### src/rtl/parity_correction_sequencer_pkg.sv
`default_nettype none
// ============================================================================
// Module      : parity_correction_sequencer_pkg
// Description : Shared state encoding, status codes and geometry constants
//               for the 16x8 two-dimensional parity correction sequencer.
// Revision    : 1.0 - initial release
// ============================================================================
package parity_correction_sequencer_pkg;

  localparam int ROWS      = 16;
  localparam int COLS      = 8;
  localparam int HALF_ROWS = 8;

  typedef enum logic [2:0] {
    IDLE      = 3'd0,
    ANALYZE   = 3'd1,
    ISSUE_TOP = 3'd2,
    ISSUE_BOT = 3'd3,
    DONE      = 3'd4
  } state_t;

  typedef enum logic [1:0] {
    ST_CLEAN   = 2'b00,
    ST_CORR    = 2'b01,
    ST_UNCORR  = 2'b10,
    ST_TIMEOUT = 2'b11
  } status_t;

endpackage
`default_nettype wire

### src/rtl/parity_correction_sequencer_classifier.sv
`default_nettype none
// ============================================================================
// Module      : parity_half_classifier
// Description : Combinational classification of one 8-row half of the parity
//               block: clean (no mismatches), single (exactly one row and one
//               column mismatch) and the indices of the failing bit.
// Revision    : 1.0 - initial release
// ============================================================================
module parity_half_classifier
  import parity_correction_sequencer_pkg::*;
(
  input  logic [HALF_ROWS-1:0] rows,
  input  logic [COLS-1:0]      cols,
  output logic                 clean,
  output logic                 single,
  output logic [2:0]           row_idx,
  output logic [2:0]           col_idx
);

  // Popcount-based classification; indices are only meaningful when single=1
  always_comb begin
    clean   = (rows == '0) && (cols == '0);
    single  = ($countones(rows) == 1) && ($countones(cols) == 1);
    row_idx = 3'd0;
    col_idx = 3'd0;
    for (int i = 0; i < HALF_ROWS; i++) begin
      if (rows[i]) row_idx = 3'(i);
    end
    for (int j = 0; j < COLS; j++) begin
      if (cols[j]) col_idx = 3'(j);
    end
  end

endmodule
`default_nettype wire

### src/rtl/parity_correction_sequencer.sv
`default_nettype none
// ============================================================================
// Module      : parity_correction_sequencer
// Description : Captures row/top/bottom parity mismatch vectors, classifies
//               each half, issues up to two bit-flip commands over a
//               valid/ready handshake and reports a completion status.
//               Optional event counters: define PARITY_SEQ_COUNTERS_EN.
// Revision    : 1.0 - initial release
// ============================================================================
module parity_correction_sequencer
  import parity_correction_sequencer_pkg::*;
#(
  parameter int FLIP_TIMEOUT = 0,
  parameter int CNT_W        = 16
) (
  input  logic             clk,
  input  logic             rst,
  input  logic             start,
  input  logic [COLS-1:0]  top_errors,
  input  logic [COLS-1:0]  bottom_errors,
  input  logic [ROWS-1:0]  row_errors,
  output logic             busy,
  output logic             flip_valid,
  output logic [3:0]       flip_row,
  output logic [2:0]       flip_col,
  input  logic             flip_ready,
  output logic             done,
  output logic [1:0]       status,
  output logic [CNT_W-1:0] corrected_cnt,
  output logic [CNT_W-1:0] uncorr_cnt
);

  // The wait counter only needs to reach FLIP_TIMEOUT-1: the cycle that would
  // make it FLIP_TIMEOUT is the one that aborts.
  localparam int             TO_W      = (FLIP_TIMEOUT > 1) ? $clog2(FLIP_TIMEOUT) : 1;
  localparam logic [TO_W-1:0] C_TO_LAST = TO_W'((FLIP_TIMEOUT > 0) ? FLIP_TIMEOUT - 1 : 0);

  state_t          state_q, state_d;
  status_t         status_q, status_d;
  logic [ROWS-1:0] row_q, row_d;
  logic [COLS-1:0] top_q, top_d;
  logic [COLS-1:0] bot_q, bot_d;
  logic [TO_W-1:0] wait_q, wait_d;

  logic       top_clean, top_single, bot_clean, bot_single;
  logic [2:0] top_row, top_col, bot_row, bot_col;
  logic       top_bad, bot_bad, to_hit;

  parity_half_classifier u_top (
    .rows    (row_q[HALF_ROWS-1:0]),
    .cols    (top_q),
    .clean   (top_clean),
    .single  (top_single),
    .row_idx (top_row),
    .col_idx (top_col)
  );

  parity_half_classifier u_bot (
    .rows    (row_q[ROWS-1:HALF_ROWS]),
    .cols    (bot_q),
    .clean   (bot_clean),
    .single  (bot_single),
    .row_idx (bot_row),
    .col_idx (bot_col)
  );

  assign top_bad = !top_clean && !top_single;
  assign bot_bad = !bot_clean && !bot_single;
  assign to_hit  = (FLIP_TIMEOUT != 0) && (wait_q == C_TO_LAST);

  // Next-state, vector capture, wait counting and status update
  always_comb begin
    state_d  = state_q;
    status_d = status_q;
    row_d    = row_q;
    top_d    = top_q;
    bot_d    = bot_q;
    wait_d   = wait_q;
    case (state_q)
      IDLE: begin
        if (start) begin
          row_d   = row_errors;
          top_d   = top_errors;
          bot_d   = bottom_errors;
          state_d = ANALYZE;
        end
      end
      ANALYZE: begin
        if (top_bad || bot_bad) begin
          state_d  = DONE;
          status_d = ST_UNCORR;
        end else if (top_clean && bot_clean) begin
          state_d  = DONE;
          status_d = ST_CLEAN;
        end else begin
          wait_d  = '0;
          state_d = top_single ? ISSUE_TOP : ISSUE_BOT;
        end
      end
      ISSUE_TOP: begin
        if (flip_ready) begin
          if (bot_single) begin
            wait_d  = '0;
            state_d = ISSUE_BOT;
          end else begin
            state_d  = DONE;
            status_d = ST_CORR;
          end
        end else if (to_hit) begin
          state_d  = DONE;
          status_d = ST_TIMEOUT;
        end else if (FLIP_TIMEOUT != 0) begin
          wait_d = wait_q + TO_W'(1);
        end
      end
      ISSUE_BOT: begin
        if (flip_ready) begin
          state_d  = DONE;
          status_d = ST_CORR;
        end else if (to_hit) begin
          state_d  = DONE;
          status_d = ST_TIMEOUT;
        end else if (FLIP_TIMEOUT != 0) begin
          wait_d = wait_q + TO_W'(1);
        end
      end
      DONE:    state_d = IDLE;
      default: state_d = IDLE;
    endcase
  end

  // State and captured-vector registers
  always_ff @(posedge clk) begin
    if (rst) begin
      state_q  <= IDLE;
      status_q <= ST_CLEAN;
      row_q    <= '0;
      top_q    <= '0;
      bot_q    <= '0;
      wait_q   <= '0;
    end else begin
      state_q  <= state_d;
      status_q <= status_d;
      row_q    <= row_d;
      top_q    <= top_d;
      bot_q    <= bot_d;
      wait_q   <= wait_d;
    end
  end

  // Flip command decoded from the issuing state; bottom rows are offset by 8
  always_comb begin
    flip_valid = 1'b0;
    flip_row   = 4'd0;
    flip_col   = 3'd0;
    case (state_q)
      ISSUE_TOP: begin
        flip_valid = 1'b1;
        flip_row   = {1'b0, top_row};
        flip_col   = top_col;
      end
      ISSUE_BOT: begin
        flip_valid = 1'b1;
        flip_row   = {1'b1, bot_row};
        flip_col   = bot_col;
      end
      default: ;
    endcase
  end

  assign busy   = (state_q != IDLE);
  assign done   = (state_q == DONE);
  assign status = status_q;

`ifdef PARITY_SEQ_COUNTERS_EN
  logic [CNT_W-1:0] corr_cnt_q, corr_cnt_d;
  logic [CNT_W-1:0] unc_cnt_q, unc_cnt_d;

  // Saturating job counters, stepped in the DONE cycle from the fresh status
  always_comb begin
    corr_cnt_d = corr_cnt_q;
    unc_cnt_d  = unc_cnt_q;
    if (state_q == DONE) begin
      if (status_q == ST_CORR && corr_cnt_q != '1)
        corr_cnt_d = corr_cnt_q + CNT_W'(1);
      if ((status_q == ST_UNCORR || status_q == ST_TIMEOUT) && unc_cnt_q != '1)
        unc_cnt_d = unc_cnt_q + CNT_W'(1);
    end
  end

  // Counter registers
  always_ff @(posedge clk) begin
    if (rst) begin
      corr_cnt_q <= '0;
      unc_cnt_q  <= '0;
    end else begin
      corr_cnt_q <= corr_cnt_d;
      unc_cnt_q  <= unc_cnt_d;
    end
  end

  assign corrected_cnt = corr_cnt_q;
  assign uncorr_cnt    = unc_cnt_q;
`else
  assign corrected_cnt = '0;
  assign uncorr_cnt    = '0;
`endif

endmodule
`default_nettype wire
### config.mk
export PLATFORM = sky130hd
export DESIGN_NAME = parity_correction_sequencer
export DESIGN_NICKNAME = d
export VERILOG_FILES = /design/src/rtl/parity_correction_sequencer_pkg.sv /design/src/rtl/parity_correction_sequencer_classifier.sv /design/src/rtl/parity_correction_sequencer.sv
export SDC_FILE = /design/constraint.sdc
export NUM_CORES = 1
export LEC_CHECK = 0
export CAP_MARGIN = 20
export CORE_ASPECT_RATIO = 1.2
export CORE_MARGIN = 3
export CORE_UTILIZATION = 55
export CTS_BUF_LIST = sky130_fd_sc_hd__clkbuf_2
export CTS_CLUSTER_SIZE = 25
export DETAILED_ROUTE_END_ITERATION = 10
export PLACE_DENSITY = 0.89
export SLEW_MARGIN = 20
export SYNTH_ARGS = -nofsm -noshare
export SYNTH_HDL_FRONTEND = slang
export SYNTH_SLANG_ARGS = --single-unit
export TNS_END_PERCENT = 30
### constraint.sdc
create_clock -name clk -period 8.25 [get_ports clk]
set_input_delay 0.825 -clock clk [delete_from_list [all_inputs] [get_ports clk]]
set_output_delay 0.825 -clock clk [all_outputs]
set_load 0.1 [all_outputs]
After elaboration in Yosys (flattened, before gate mapping)
Index checks and enable logic that the tools add are counted.

word-level totals
  output and inout port bits = 44
  flip-flop bits (word level) = 37

operators by class
  eq/ne operators = 13
  muxes and demuxes = 45
  reduce and logical (&&, ||, !) cells = 23
  add/sub/neg operators = 28

operators by type and width
  kind                 count
  $add 32x32->32       12
  $eq 32x2->1 const B  4
  $mux 3               22
  $add 1x1->2          16
  $logic_not 8->1      4
  $mux 2               13
  $pmux 3 s4           1
  $ne 2x2->1 const B   4
  $pmux 4 s2           1
  $logic_and 1x1->1    7
  $eq 3x2->1 const B   2
  $mux 1               6
  $pmux 2 s3           1
  $pmux 3 s2           1
  $reduce_bool 3->1    2
  $reduce_and 5->1     1
  $logic_not 1->1      4
  $eq 3x1->1 const B   1
  $eq 3x3->1 const B   1
  $logic_not 3->1      1
  $ne 3x3->1 const B   1
  $reduce_and 3->1     1
  $reduce_and 2->1     1
  $reduce_or 2->1      1
  $logic_or 1x1->1     1

Depth between registers and ports, before layout
  depth after elaboration = 10
  gate-level depth with buffers = 13
  gate-level depth less buffers = 13

Hierarchy
A second synthesis with hierarchy kept.

unflattened totals
  cell total of the unflattened synthesis = 359
  area, all modules = 2915.3 um^2

by module, submodules not included
  module                       area an instance (um^2)  cells each  seq. area each (um^2)  instances
  parity_correction_sequencer  1914.3                   227         740.7                  1
  parity_half_classifier       500.5                    66          0.0                    2

Worst setup path before layout
Ideal clock, no wire load.

  kind = reg2out
  start point = register state_q[0]
  end point = output port flip_row[2]
  path buffers = 1
  data required time = 7.425 ns
  stages on the path, launching flop included = 4
  setup slack = 4.401 ns
  data arrival time = 3.024 ns
  cells stage by stage = dfxtp_1 clkbuf_1 nor3_1 a221oi_1

on the way
  longest elaborated chain between the ends = 2

ends and longest elaborated chain
  item                           line                                RTL
  start, declared                parity_correction_sequencer.sv:38   state_t state_q, state_d;
  start signal, assigned         parity_correction_sequencer.sv:142  state_q <= state_d;
  $eq 3x2->1 (on tied branches)  n/a
  $pmux 4 s2 *                   parity_correction_sequencer.sv:156  case (state_q)
  end, declared                  parity_correction_sequencer.sv:24   output logic [3:0] flip_row,

Every way passes the cells marked *; elsewhere a longest branch is shown, timed or not.

Worst setup path in the final report
  start point = register row_q[1]
  end point = register status_q[1], in the netlist status[1]

on the way
  longest elaborated chain between the ends = 10

ends and longest elaborated chain
  item                                                             line                                          RTL
  start, declared                                                  parity_correction_sequencer.sv:40             logic [ROWS-1:0] row_q, row_d;
  start signal, assigned                                           parity_correction_sequencer.sv:144            row_q <= row_d;
  $add 1x1->2 (not written as such)                                parity_correction_sequencer_classifier.sv:23  single = ($countones(rows) == 1) && ($countones(cols) == 1);
  $add 32x32->32 (not written as such) (2 in series)               parity_correction_sequencer_classifier.sv:23
  $eq 32x2->1                                                      parity_correction_sequencer_classifier.sv:23
  $logic_and 1x1->1                                                parity_correction_sequencer_classifier.sv:23
  $logic_not 1->1                                                  parity_correction_sequencer.sv:67             assign top_bad = !top_clean && !top_single;
  $logic_and 1x1->1                                                parity_correction_sequencer.sv:67
  $logic_or 1x1->1                                                 parity_correction_sequencer.sv:89             if (top_bad || bot_bad) begin
  $ne 3x3->1 (no source line) or $mux 2 (tied branches)            n/a
  $reduce_and 5->1 (no source line) or $pmux 2 s3 (tied branches)  n/a
  end signal, assigned                                             parity_correction_sequencer.sv:143            status_q <= status_d;
  end, declared                                                    parity_correction_sequencer.sv:39             status_t status_q, status_d;

Parallel ways exist; a longest one is shown, timed or not.
A chain may end at the register's enable or synchronous reset.

==> results.py <==
metrics = {
    "floorplanning": {
        "die_w_um": 73.44,
        "core-area_mm2": 0.005115,
        "pin_count": 80,
        "dieArea_mm2": 0.006384,
        "floorplan.initialDensity": 0.5868,
        "row_count": 28,
        "die_h_um": 86.93,
    },
    "clock_network": {
        "clockBufferDepth": 2,
        "cts_setup_buffers": 0,
        "ctsHoldBuffers": 0,
        "cts_buffers": 5,
        "ctsResizeCount": 0,
        "clk_latency_ns": 0.40,
        "cts_tree": "yes",
        "clk_pin_slew_worst_paths_ns": 0.19,
        "cts.sinks": 37,
        "htree_levels": 2,
        "cts-root-buf": "clkbuf_2",
    },
    "sta": {
        "rsz0062_at_grt": "no",
        "max_freq_ghz": 0.2629,
        "skew_ns": 0.01429,
        "fin_crit_sh": 0.4611,
        "min_period_ns": 3.804,
        "slew_violations": 0,
        "tns_ns": 0,
        "fin_ws_ns": 4.446,
        "worst_pin_slew_ns": 0.9762,
        "maxSlewHeadroom": 0.3472,
        "hold_viol_final": 0,
        "setup_viol": 0,
    },
    "worst_hold_path": {
        "hold_path.class": "flop to flop",
        "hold_path_depth": 2,
        "whs_endpoint": "row_q[10]",
        "hold_start": "row_q[10]",
    },
    "detailed_routing": {
        "routed_via_density": 5.019,
        "maxUsedRoutingLayer": "met4",
        "wl_um": 6056,
        "remaining_drc_errors": 0,
        "initialDrtViolationCount": 155,
        "wl_met1_um": 2317,
        "vias": 2424,
        "drt-pass1-iter-count": 4,
        "wl_met3_um": 416,
        "ant_nets": 0,
        "wl_per_cell_um": 12.54,
        "met2WireLength_um": 3155,
    },
    "worst_setup_path": {
        "path_cells": "inv_1, ha_1, inv_1, fa_1, fa_1, inv_1, ha_1, fa_1, or4_4, nor4_4, a2bb2oi_2, a21boi_1, o21ai_1",
        "cpLargestDelayFamily": "adder cells",
        "rr_startpoint": "row_q[1]",
        "cp_max_fo": 4,
        "crit_type": "flop to flop",
        "ff2ff_path_depth": 13,
        "crit_slowest_cell": "or4_4",
        "reg2reg_to": "status[1]",
        "worstSetupEndpointType": "flop",
        "crit_required_ns": 8.55,
        "slowest_delay_ns": 0.55,
        "rrSetupSlack_ns": 4.45,
        "cp-start-kind": "flop",
        "path_buf_inv": 3,
        "critical_path_arrival_ns": 4.11,
    },
    "power": {
        "switching_power_w": 0.0002947,
        "power_frac_comb": 0.507,
        "p_sw_frac": 0.4845,
        "ir_drop_uv": 95.54,
        "p_seq_frac": 0.361,
        "power_density_mw_per_mm2": 177.5,
        "clock_power_share": 0.132,
        "p_leak_nw": 1.599,
        "p_int_w": 0.0003135,
    },
    "synthesis": {
        "syn_area_per_cell_um2": 7.899,
        "ys_ff_latch": 37,
        "synthTopCellsByCount": "74 x nand2_1, 68 x inv_1, 44 x ha_1, 40 x a21oi_1, 37 x dfxtp_1",
        "ys_seq_area_frac": 0.2468,
        "synth_cell_type_count": 33,
        "synthTopCellsByArea": "dfxtp_1 25%, ha_1 18%, fa_1 11%, nand2_1 9.3%, inv_1 8.5%",
        "synthCells": 380,
        "synth-main-ff-cell": "dfxtp_1",
        "synth-edff-count": 0,
        "synth_top_cell_area_share": 0.2468,
        "yosys_warnings": 0,
        "async_reset_ff_frac": 0,
        "synth_most_common_cell": "nand2_1",
        "syn-cell-area_mm2": 0.003002,
        "synth.largest_area_cell": "dfxtp_1",
    },
    "global_route": {
        "grt_max_degree": 37,
        "first_global_vias": 2405,
        "grt_pass1_wl_um": 9991,
        "antenna_found_initial": 0,
        "grt_usage": 0.1996,
        "globalRouteOverflowTotal": 0,
    },
    "cells_and_area": {
        "area_growth_pct": 14.17,
        "final_net_count": 518,
        "fillers": 433,
        "fin_cells": 483,
        "antenna_cells": 0,
        "post_route_cells_drive_above_1_share": 0.03073,
    },
    "flow_run": {
        "maxCapViolCount": 0,
    },
    "place": {
        "pre_cts_ws_ns": 4.417,
        "dpl.hpwl_um": 4919,
        "io_buffer_count": 47,
        "place_inst": 475,
        "place.gp.congestion": 0.8145,
    },
    "outcome": {
        "status": "finished, final reports clean",
    },
}
metal layers:
layer,GRT usage,vias up
li1,-,1214
met1,0.2234,1104
met2,0.3573,91
met3,0.03926,15
met4,0.09061,0
met5,0,-
worst max-delay path by stage:
stage,start,endpoint,depth (start not counted)
2_1_floorplan,state_q[0],flip_row[2],3
3_3_place_gp,row_q[1],status[1],13
3_5_place_dp,row_q[1],status[1],13
4_1_cts,row_q[1],status[1],13
5_1_grt,row_q[1],status[0],13
6_report,row_q[1],status[1],13
sequential cells by signal (all words and copies together) (netlist names):
signal and cells:
row_q 16, bot_q 8, top_q 8, state_q 3
status 2
power groups by stage:
stage / Clock (W) / Combinational [W] / Sequential, W
after floorplan: 0 / 0.000246 / 0.000229
after global placement: 0 / 0.000298 / 0.000221
after detailed placement: 0 / 0.000309 / 0.000223
after CTS: 0.0000840 / 0.000310 / 0.000219
after global routing: 0.0000893 / 0.000341 / 0.000223
final: 0.0000804 / 0.000308 / 0.000219
cells in the final DEF (no fill, tap or decap), drive strengths merged, types with 3 or more instances in the layout:
master	Yosys	routed
a21oi	40	40
and2	3	3
clkbuf	12	5
clkdlybuf4s50	0	47
clkinv	0	3
conb	1	32
dfxtp	37	37
fa	16	16
ha	44	44
inv	68	68
nand2	74	74
nand4	5	5
nor2	10	10
nor3	4	4
o21ai	7	7
o31ai	5	5
final cells by class:
cell class                 instances  area, um^2  area share
sequential                        37       740.7      0.2161
clock buffer                       5       25.02    0.007302
tap                               60       75.07     0.02191
clock inverter                     3       12.51    0.003651
multi-input combinational        262        1841      0.5371
timing repair buffer              48       478.0      0.1395
inverter                          68       255.2     0.07448
through the flow:
stage / instance area, um^2 / hold WS [ns] / util / power [W]
6_report: 3427 / 0.4907 / 0.6700 / 0.0006082
5_1_grt: 3427 / 0.5181 / 0.6700 / 0.0006527
4_1_cts: 3423 / 0.4945 / 0.6693 / 0.0006130
3_5_place_dp: 3386 / 0.4728 / 0.6619 / 0.0005323
3_3_place_gp: 3386 / 0.4639 / 0.6619 / 0.0005196
2_1_floorplan: 3118 / 0.4530 / - / 0.0004752
worst reg2reg max path: cells and delay by family, from the launching register on:
kind	cells	cell delay, ns
flip-flops	1	0.42
buffers and inverters	3	0.15
AND/OR/NAND/NOR	2	0.82
adder cells (fa/ha/maj)	5	1.85
AO/OA/AOI/OAI	3	0.47
logic make-up (layout without fill, tap and decap cells):
kind of cell,Yosys count,after routing,share of synthesized area
buf+inv,112,124,0.1801
fa+ha+maj,60,60,0.2901
flops,37,37,0.2468
compound gates,62,62,0.1201
simple gates,108,108,0.1617
other cells,1,32,0.001249
Note: power is estimated with default switching activity, not from simulation.
